==> src/rtl/sc_lanedriver_if.sv <==
// Handshake/bus bundle between the lane driver and its host: game controls in,
// lane register commands and pattern data out.
interface sc_lanedriver_if #(
    parameter int unsigned LANE_DATAWIDTH = 12
);
    logic                      SC_LANEDRIVER_start_InLow;
    logic                      SC_LANEDRIVER_pause_InHigh;
    logic [1:0]                SC_LANEDRIVER_level_InBUS;
    logic                      SC_LANEDRIVER_clear_OutLow;
    logic                      SC_LANEDRIVER_load_OutLow;
    logic [1:0]                SC_LANEDRIVER_shiftselection_Out;
    logic [LANE_DATAWIDTH-1:0] SC_LANEDRIVER_data_OutBUS;
    logic [3:0]                SC_LANEDRIVER_random_OutBUS;
    logic [7:0]                SC_LANEDRIVER_shiftcount_OutBUS;

    modport master (
        output SC_LANEDRIVER_start_InLow,
        output SC_LANEDRIVER_pause_InHigh,
        output SC_LANEDRIVER_level_InBUS,
        input  SC_LANEDRIVER_clear_OutLow,
        input  SC_LANEDRIVER_load_OutLow,
        input  SC_LANEDRIVER_shiftselection_Out,
        input  SC_LANEDRIVER_data_OutBUS,
        input  SC_LANEDRIVER_random_OutBUS,
        input  SC_LANEDRIVER_shiftcount_OutBUS
    );

    modport slave (
        input  SC_LANEDRIVER_start_InLow,
        input  SC_LANEDRIVER_pause_InHigh,
        input  SC_LANEDRIVER_level_InBUS,
        output SC_LANEDRIVER_clear_OutLow,
        output SC_LANEDRIVER_load_OutLow,
        output SC_LANEDRIVER_shiftselection_Out,
        output SC_LANEDRIVER_data_OutBUS,
        output SC_LANEDRIVER_random_OutBUS,
        output SC_LANEDRIVER_shiftcount_OutBUS
    );
endinterface

==> src/rtl/sc_lanedriver.sv <==
// Lane driver: sequences clear/load of the lane register on start, then issues
// shift pulses at a level-dependent rate with an LFSR refill nibble.
module sc_lanedriver #(
    parameter int unsigned               TICK_BASE      = 12500000,
    parameter int unsigned               LANE_DATAWIDTH = 12,
    parameter logic [LANE_DATAWIDTH-1:0] INIT_PATTERN   = 12'b000011110000,
    parameter logic [7:0]                LFSR_SEED      = 8'hA5
) (
    input  logic               SC_LANEDRIVER_CLOCK_50,
    input  logic               SC_LANEDRIVER_RESET_InHigh,
    sc_lanedriver_if.slave     bus_io
);
    typedef enum logic [2:0] {StIdle, StClear, StLoad, StRun, StPause} state_e;

    state_e      state_q, state_d;
    logic [31:0] tick_q, tick_d;
    logic [7:0]  cnt_q, cnt_d;
    logic [7:0]  lfsr_q, lfsr_d;
    logic [31:0] period, term;
    logic        clear_n, load_n;
    logic [1:0]  shift_sel;

    // Periods of 0 or 1 collapse to a terminal count of 0: pulse every RUN cycle.
    always_comb begin
        period = 32'(TICK_BASE) >> bus_io.SC_LANEDRIVER_level_InBUS;
        term   = (period <= 32'd1) ? 32'd0 : period - 32'd1;
    end

    always_comb begin
        state_d   = state_q;
        tick_d    = tick_q;
        cnt_d     = cnt_q;
        clear_n   = 1'b1;
        load_n    = 1'b1;
        shift_sel = 2'b11;
        lfsr_d    = {lfsr_q[6:0], lfsr_q[7] ^ lfsr_q[5] ^ lfsr_q[4] ^ lfsr_q[3]};
        unique case (state_q)
            StIdle: begin
                if (!bus_io.SC_LANEDRIVER_start_InLow) state_d = StClear;
            end
            StClear: begin
                clear_n = 1'b0;
                state_d = StLoad;
            end
            StLoad: begin
                load_n  = 1'b0;
                tick_d  = '0;
                cnt_d   = '0;
                state_d = StRun;
            end
            StRun: begin
                // Pause beats a due pulse; the counter is simply held.
                if (bus_io.SC_LANEDRIVER_pause_InHigh) begin
                    state_d = StPause;
                end else if (tick_q >= term) begin
                    shift_sel = 2'b10;
                    tick_d    = '0;
                    cnt_d     = cnt_q + 8'd1;
                end else begin
                    tick_d = tick_q + 32'd1;
                end
            end
            StPause: begin
                if (!bus_io.SC_LANEDRIVER_pause_InHigh) state_d = StRun;
            end
            default: state_d = StIdle;
        endcase
        // Reset is synchronous, so mask the command outputs while it is held.
        if (SC_LANEDRIVER_RESET_InHigh) begin
            clear_n   = 1'b1;
            load_n    = 1'b1;
            shift_sel = 2'b11;
        end
    end

    always_ff @(posedge SC_LANEDRIVER_CLOCK_50) begin
        if (SC_LANEDRIVER_RESET_InHigh) begin
            state_q <= StIdle;
            tick_q  <= '0;
            cnt_q   <= '0;
            lfsr_q  <= LFSR_SEED;
        end else begin
            state_q <= state_d;
            tick_q  <= tick_d;
            cnt_q   <= cnt_d;
            lfsr_q  <= lfsr_d;
        end
    end

    assign bus_io.SC_LANEDRIVER_clear_OutLow       = clear_n;
    assign bus_io.SC_LANEDRIVER_load_OutLow        = load_n;
    assign bus_io.SC_LANEDRIVER_shiftselection_Out = shift_sel;
    assign bus_io.SC_LANEDRIVER_data_OutBUS        = INIT_PATTERN;
    assign bus_io.SC_LANEDRIVER_random_OutBUS      = lfsr_q[3:0];
    assign bus_io.SC_LANEDRIVER_shiftcount_OutBUS  = cnt_q;
endmodule

==> src/flat_wrapper.sv <==
// flat-port wrapper written by rule: the top's interface ports become plain ports
module sc_lanedriver_flat 
#(
    parameter int unsigned               TICK_BASE      = 12500000,
    parameter int unsigned               LANE_DATAWIDTH = 12,
    parameter logic [LANE_DATAWIDTH-1:0] INIT_PATTERN   = 12'b000011110000,
    parameter logic [7:0]                LFSR_SEED      = 8'hA5
)
  (SC_LANEDRIVER_CLOCK_50, SC_LANEDRIVER_RESET_InHigh, bus_io_SC_LANEDRIVER_start_InLow, bus_io_SC_LANEDRIVER_pause_InHigh, bus_io_SC_LANEDRIVER_level_InBUS, bus_io_SC_LANEDRIVER_clear_OutLow, bus_io_SC_LANEDRIVER_load_OutLow, bus_io_SC_LANEDRIVER_shiftselection_Out, bus_io_SC_LANEDRIVER_data_OutBUS, bus_io_SC_LANEDRIVER_random_OutBUS, bus_io_SC_LANEDRIVER_shiftcount_OutBUS);
  sc_lanedriver_if #(.LANE_DATAWIDTH(LANE_DATAWIDTH)) bus_io_i ();
  input  logic SC_LANEDRIVER_CLOCK_50;
  input  logic SC_LANEDRIVER_RESET_InHigh;
  input wire logic [$bits(bus_io_i.SC_LANEDRIVER_start_InLow)-1:0] bus_io_SC_LANEDRIVER_start_InLow;
  input wire logic [$bits(bus_io_i.SC_LANEDRIVER_pause_InHigh)-1:0] bus_io_SC_LANEDRIVER_pause_InHigh;
  input wire logic [$bits(bus_io_i.SC_LANEDRIVER_level_InBUS)-1:0] bus_io_SC_LANEDRIVER_level_InBUS;
  output wire logic [$bits(bus_io_i.SC_LANEDRIVER_clear_OutLow)-1:0] bus_io_SC_LANEDRIVER_clear_OutLow;
  output wire logic [$bits(bus_io_i.SC_LANEDRIVER_load_OutLow)-1:0] bus_io_SC_LANEDRIVER_load_OutLow;
  output wire logic [$bits(bus_io_i.SC_LANEDRIVER_shiftselection_Out)-1:0] bus_io_SC_LANEDRIVER_shiftselection_Out;
  output wire logic [$bits(bus_io_i.SC_LANEDRIVER_data_OutBUS)-1:0] bus_io_SC_LANEDRIVER_data_OutBUS;
  output wire logic [$bits(bus_io_i.SC_LANEDRIVER_random_OutBUS)-1:0] bus_io_SC_LANEDRIVER_random_OutBUS;
  output wire logic [$bits(bus_io_i.SC_LANEDRIVER_shiftcount_OutBUS)-1:0] bus_io_SC_LANEDRIVER_shiftcount_OutBUS;
  assign bus_io_i.SC_LANEDRIVER_start_InLow = bus_io_SC_LANEDRIVER_start_InLow;
  assign bus_io_i.SC_LANEDRIVER_pause_InHigh = bus_io_SC_LANEDRIVER_pause_InHigh;
  assign bus_io_i.SC_LANEDRIVER_level_InBUS = bus_io_SC_LANEDRIVER_level_InBUS;
  assign bus_io_SC_LANEDRIVER_clear_OutLow = bus_io_i.SC_LANEDRIVER_clear_OutLow;
  assign bus_io_SC_LANEDRIVER_load_OutLow = bus_io_i.SC_LANEDRIVER_load_OutLow;
  assign bus_io_SC_LANEDRIVER_shiftselection_Out = bus_io_i.SC_LANEDRIVER_shiftselection_Out;
  assign bus_io_SC_LANEDRIVER_data_OutBUS = bus_io_i.SC_LANEDRIVER_data_OutBUS;
  assign bus_io_SC_LANEDRIVER_random_OutBUS = bus_io_i.SC_LANEDRIVER_random_OutBUS;
  assign bus_io_SC_LANEDRIVER_shiftcount_OutBUS = bus_io_i.SC_LANEDRIVER_shiftcount_OutBUS;
  sc_lanedriver #(.TICK_BASE(TICK_BASE), .LANE_DATAWIDTH(LANE_DATAWIDTH), .INIT_PATTERN(INIT_PATTERN), .LFSR_SEED(LFSR_SEED)) u_core (.SC_LANEDRIVER_CLOCK_50(SC_LANEDRIVER_CLOCK_50), .SC_LANEDRIVER_RESET_InHigh(SC_LANEDRIVER_RESET_InHigh), .bus_io(bus_io_i));
endmodule
==> config.mk <==
export PLATFORM = sky130hd
export DESIGN_NAME = sc_lanedriver_flat
export DESIGN_NICKNAME = d
export VERILOG_FILES = /design/src/rtl/sc_lanedriver_if.sv /design/src/rtl/sc_lanedriver.sv /design/src/flat_wrapper.sv
export SDC_FILE = /design/constraint.sdc
export NUM_CORES = 1
export LEC_CHECK = 0
export ABC_AREA = 1
export CAP_MARGIN = 20
export CORE_MARGIN = 10
export CORE_UTILIZATION = 35
export CTS_CLUSTER_DIAMETER = 40
export CTS_CLUSTER_SIZE = 25
export DETAILED_ROUTE_END_ITERATION = 6
export SYNTH_ARGS = -nofsm -noshare
export SYNTH_HDL_FRONTEND = slang
export SYNTH_SLANG_ARGS = --single-unit
export TNS_END_PERCENT = 5
==> constraint.sdc <==
create_clock -name SC_LANEDRIVER_CLOCK_50 -period 2.8 [get_ports SC_LANEDRIVER_CLOCK_50]
set_input_delay 0.28 -clock SC_LANEDRIVER_CLOCK_50 [delete_from_list [all_inputs] [get_ports SC_LANEDRIVER_CLOCK_50]]
set_output_delay 0.28 -clock SC_LANEDRIVER_CLOCK_50 [all_outputs]
set_load 0.02 [all_outputs]
==> impl_metrics.tcl <==
set metrics [dict create \
    status "complete, no violations" \
    cts_setup_buffers 0 \
    first_pass_iters 4 \
    drtIter0Drc 180 \
    min_path_type "register to register" \
    hpwlAfterDp_microns 6930 \
    syn_area_sq_um 3620 \
    fillers 1095 \
    r2r-start "u_core.tick_q[7]" \
    critPathCapture "bus_io_SC_LANEDRIVER_shiftselection_Out[0]" \
    grt_usage_pct 12.3 \
    cts.clk_slew.worst_paths_ns 0.10 \
    critPathArrivalTime_ns 2.02 \
    setup_viol 0 \
    max_slew_margin_pct 47.4 \
    maxCapViolations 0 \
    synth_edf_count 0 \
    route.detailed.drc 0 \
    crit_path_start_kind "primary input" \
    grt_pass1_wl_microns 15200 \
    yosys_warnings 0 \
    grt_max_degree 22 \
    wl_microns 8830 \
    cts_max_path_buffers 2 \
    async_reset_ff_share_pct 0 \
    setup.worst_path.start "bus_io_SC_LANEDRIVER_level_InBUS[0]" \
    root_buffer "clkbuf_8" \
    synth_cell_types 39 \
    wire_per_inst_microns 12.3 \
    dp_slack_ns -0.296 \
    cp_num_buf_inv 3 \
    io_pins 34 \
    die_w_microns 122 \
    vias 3336 \
    syn_avg_cell_area_sq_um 6.62 \
    final.min_clock_period_ns 2.30 \
    place_area_sq_um 4010 \
    timing.final.ws_setup_ns 0.496 \
    p_leak_nw 1.83 \
    synth_seq_cells 51 \
    yosysSeqAreaShare_pct 28.2 \
    cp_slowest_cell "ha_1" \
    start_util_pct 35.5 \
    crit_required_ns 2.52 \
    finalWeightedCongestion 0.861 \
    rsz0062_at_grt "no" \
    endpoint_kind "primary output" \
    n_antenna_cell 0 \
    ant_nets 0 \
    crit_fanout 2 \
    critPathTopFamily "simple AND/OR/NAND/NOR gates" \
    grt_antenna_before_repair 0 \
    hold_viol 0 \
    fmax_mhz 434 \
    multi_input_area_sq_um 2230 \
    crit_type "primary input to primary output" \
    r2r-end "u_core.tick_q[0]" \
    max_stage_delay_ns 0.29 \
    postLayoutCellArea_sq_um 4130 \
    r2r_cells 13 \
    htreeDepth 2 \
    grt_pass1_vias 3205 \
    numCtsBuffers 5 \
    synthCells 546 \
    clock_latency_ns 0.32 \
    regToRegSetupSlack_ns 0.68 \
    port_buffers 20 \
    worst_pin_slew_ns 0.782 \
    numClockSinks 51 \
    row_count 37 \
    slew_viol_final 0 \
    finalNetCount 616 \
    dieHeight_microns 122 \
    cts_tree "built" \
    core-area_sq_um 10200 \
    die_area_sq_um 14800 \
    seq_area_sq_um 1020 \
    fin_skew_ns 0.0121 \
    crit_cells 15 \
    p_per_area_nw_per_um2 393 \
    cp_cell_sequence "dlymetal6s2s_1 > nor2_2 > inv_1 > ha_1 > ha_1 > nand2_1 > nor2_2 > nand2_1 > nor2_1 > nor2_1 > nand3_1 > nand2_2 > nand2_2 > nand3_1 > buf_6" \
    area_growth_pct 14.3 \
    overflow 0 \
    period_share_pct 82.3 \
    vias_per_cell 4.65 \
    layout-drive-gt1-share_pct 9.97 \
    synth-main-ff-cell "dfxtp_1" \
    peakVddDrop_mv 0.259 \
]
[state kept, by name, summed over array words and instances, names as in the netlist]
signal and flops:
u_core.bus_io.SC_LANEDRIVER_shiftcount_OutBUS 8, u_core.tick_q 32, u_core.lfsr_q 8, u_core.state_q 3
[placed cells by master (no fill, tap or decap), types with 2 or more instances in the layout]
cell type        instances
a211oi_1                 3
a21o_1                   2
a21oi_1                 20
a21oi_2                  2
buf_4                   19
clkbuf_8                 5
clkdlybuf4s50_1         17
conb_1                  19
dfxtp_1                 51
dlymetal6s2s_1           2
ha_1                    29
inv_1                   63
inv_2                    3
nand2_1                118
nand2_2                  3
nand3_1                 46
nand3b_1                 3
nand4_1                 13
nor2_1                  98
nor2_2                   4
nor2_4                   2
nor3_1                   8
nor3_2                   4
o21ai_0                  8
o21bai_1                 4
or2_1                    2
or2_2                    7
xnor2_1                  6
xor2_1                   7
[power breakdown]
part	switching (W)	internal (W)
logic	0.000187	0.000122
registers	0.0000269	0.000755
clock network	0.000267	0.000267
total	0.000481	0.00114
[worst reg2reg max path: cells and delay by family (launching register included)]
kind / cells / cell delay [ns]
AOI/OAI and AO/OA: 2 / 0.32
adders and majority gates: 1 / 0.29
buffers and inverters: 2 / 0.21
DFF: 1 / 0.47
and+or+nand+nor: 8 / 0.76
[routing by layer]
layer  up-vias  track usage, %  wire [microns]
met4         0            4.40             240
met5         -               0               0
met2        93            19.1            3830
met3        15            3.42             654
met1      1455            16.0            4110
li1       1773               -               -
[through the flow]
stage	utilization, %	hold slack, ns	instances	TNS [ns]	total power, W
CTS	40.4	0.424	718	0	0.00164
finish	40.6	0.422	718	0	0.00162
global placement	39.3	0.397	710	-0.296	0.00110
detailed placement	39.3	0.398	710	-0.995	0.00111
global route	40.6	0.438	718	0	0.00171
floorplan	-	0.389	563	0	0.00102
[worst min path at each step]
stage	startpoint	end	slack, ns	cells after the start
global placement	u_core.lfsr_q[6]	u_core.lfsr_q[7]	0.40	1
finish	u_core.lfsr_q[6]	u_core.lfsr_q[7]	0.42	1
floorplan	u_core.lfsr_q[6]	u_core.lfsr_q[7]	0.39	1
CTS	u_core.lfsr_q[6]	u_core.lfsr_q[7]	0.42	1
detailed placement	u_core.lfsr_q[6]	u_core.lfsr_q[7]	0.40	1
global route	u_core.lfsr_q[6]	u_core.lfsr_q[7]	0.44	1
[cells in the mapped netlist (2+ instances only)]
cell type  number  area, sq um
nand3b_1        3         22.5
or2_2           7         43.8
xor2_1          7         61.3
nand4_1        13         81.3
inv_2           3         11.3
a21oi_1        20          100
xnor2_1         6         52.6
nand2_1       119          447
buf_6           2         22.5
o21bai_1        4         30.0
nand2_2         2         12.5
a21o_1          2         15.0
a211oi_1        3         22.5
nor3_2          4         40.0
buf_4          18          135
nor2_1        100          375
nor2_4          2         22.5
ha_1           29          363
clkbuf_1        7         26.3
nand3_1        46          230
nor3_1          8         40.0
nor2_2          2         12.5
inv_1          63          236
conb_1          2         7.51
dfxtp_1        51         1020
o21ai_0         8         40.0
a21oi_2         2         17.5
or2_1           2         12.5
[area by class of cell]
type	instances	share of cell area [%]
multi-input cells	418	54.0
flip-flops and latches	51	24.7
repair buffers	39	8.45
inverters	66	6.00
well taps	136	4.12
clock buffers	5	1.67
clock inverters	3	1.06
[logic make-up after synthesis]
group / after synthesis / synth area share [%]
AOI/OAI and AO/OA: 40 / 6.40
xor gates and xnor gates: 13 / 3.15
DFF: 51 / 28.2
adders and majority gates: 29 / 10.0
and+or+nand+nor: 317 / 39.9
buffers and inverters: 94 / 12.0
other: 2 / 0.208
[timing repair]
item / in CTS / in global routing
endpoints found under the setup margin: 1 / 1
hold buffers: 0 / 0
gates cloned: 0 / 0
gates resized for setup: 3 / 10
endpoints found under the hold margin: 0 / 0
Note: power is estimated with default switching activity, not from simulation.
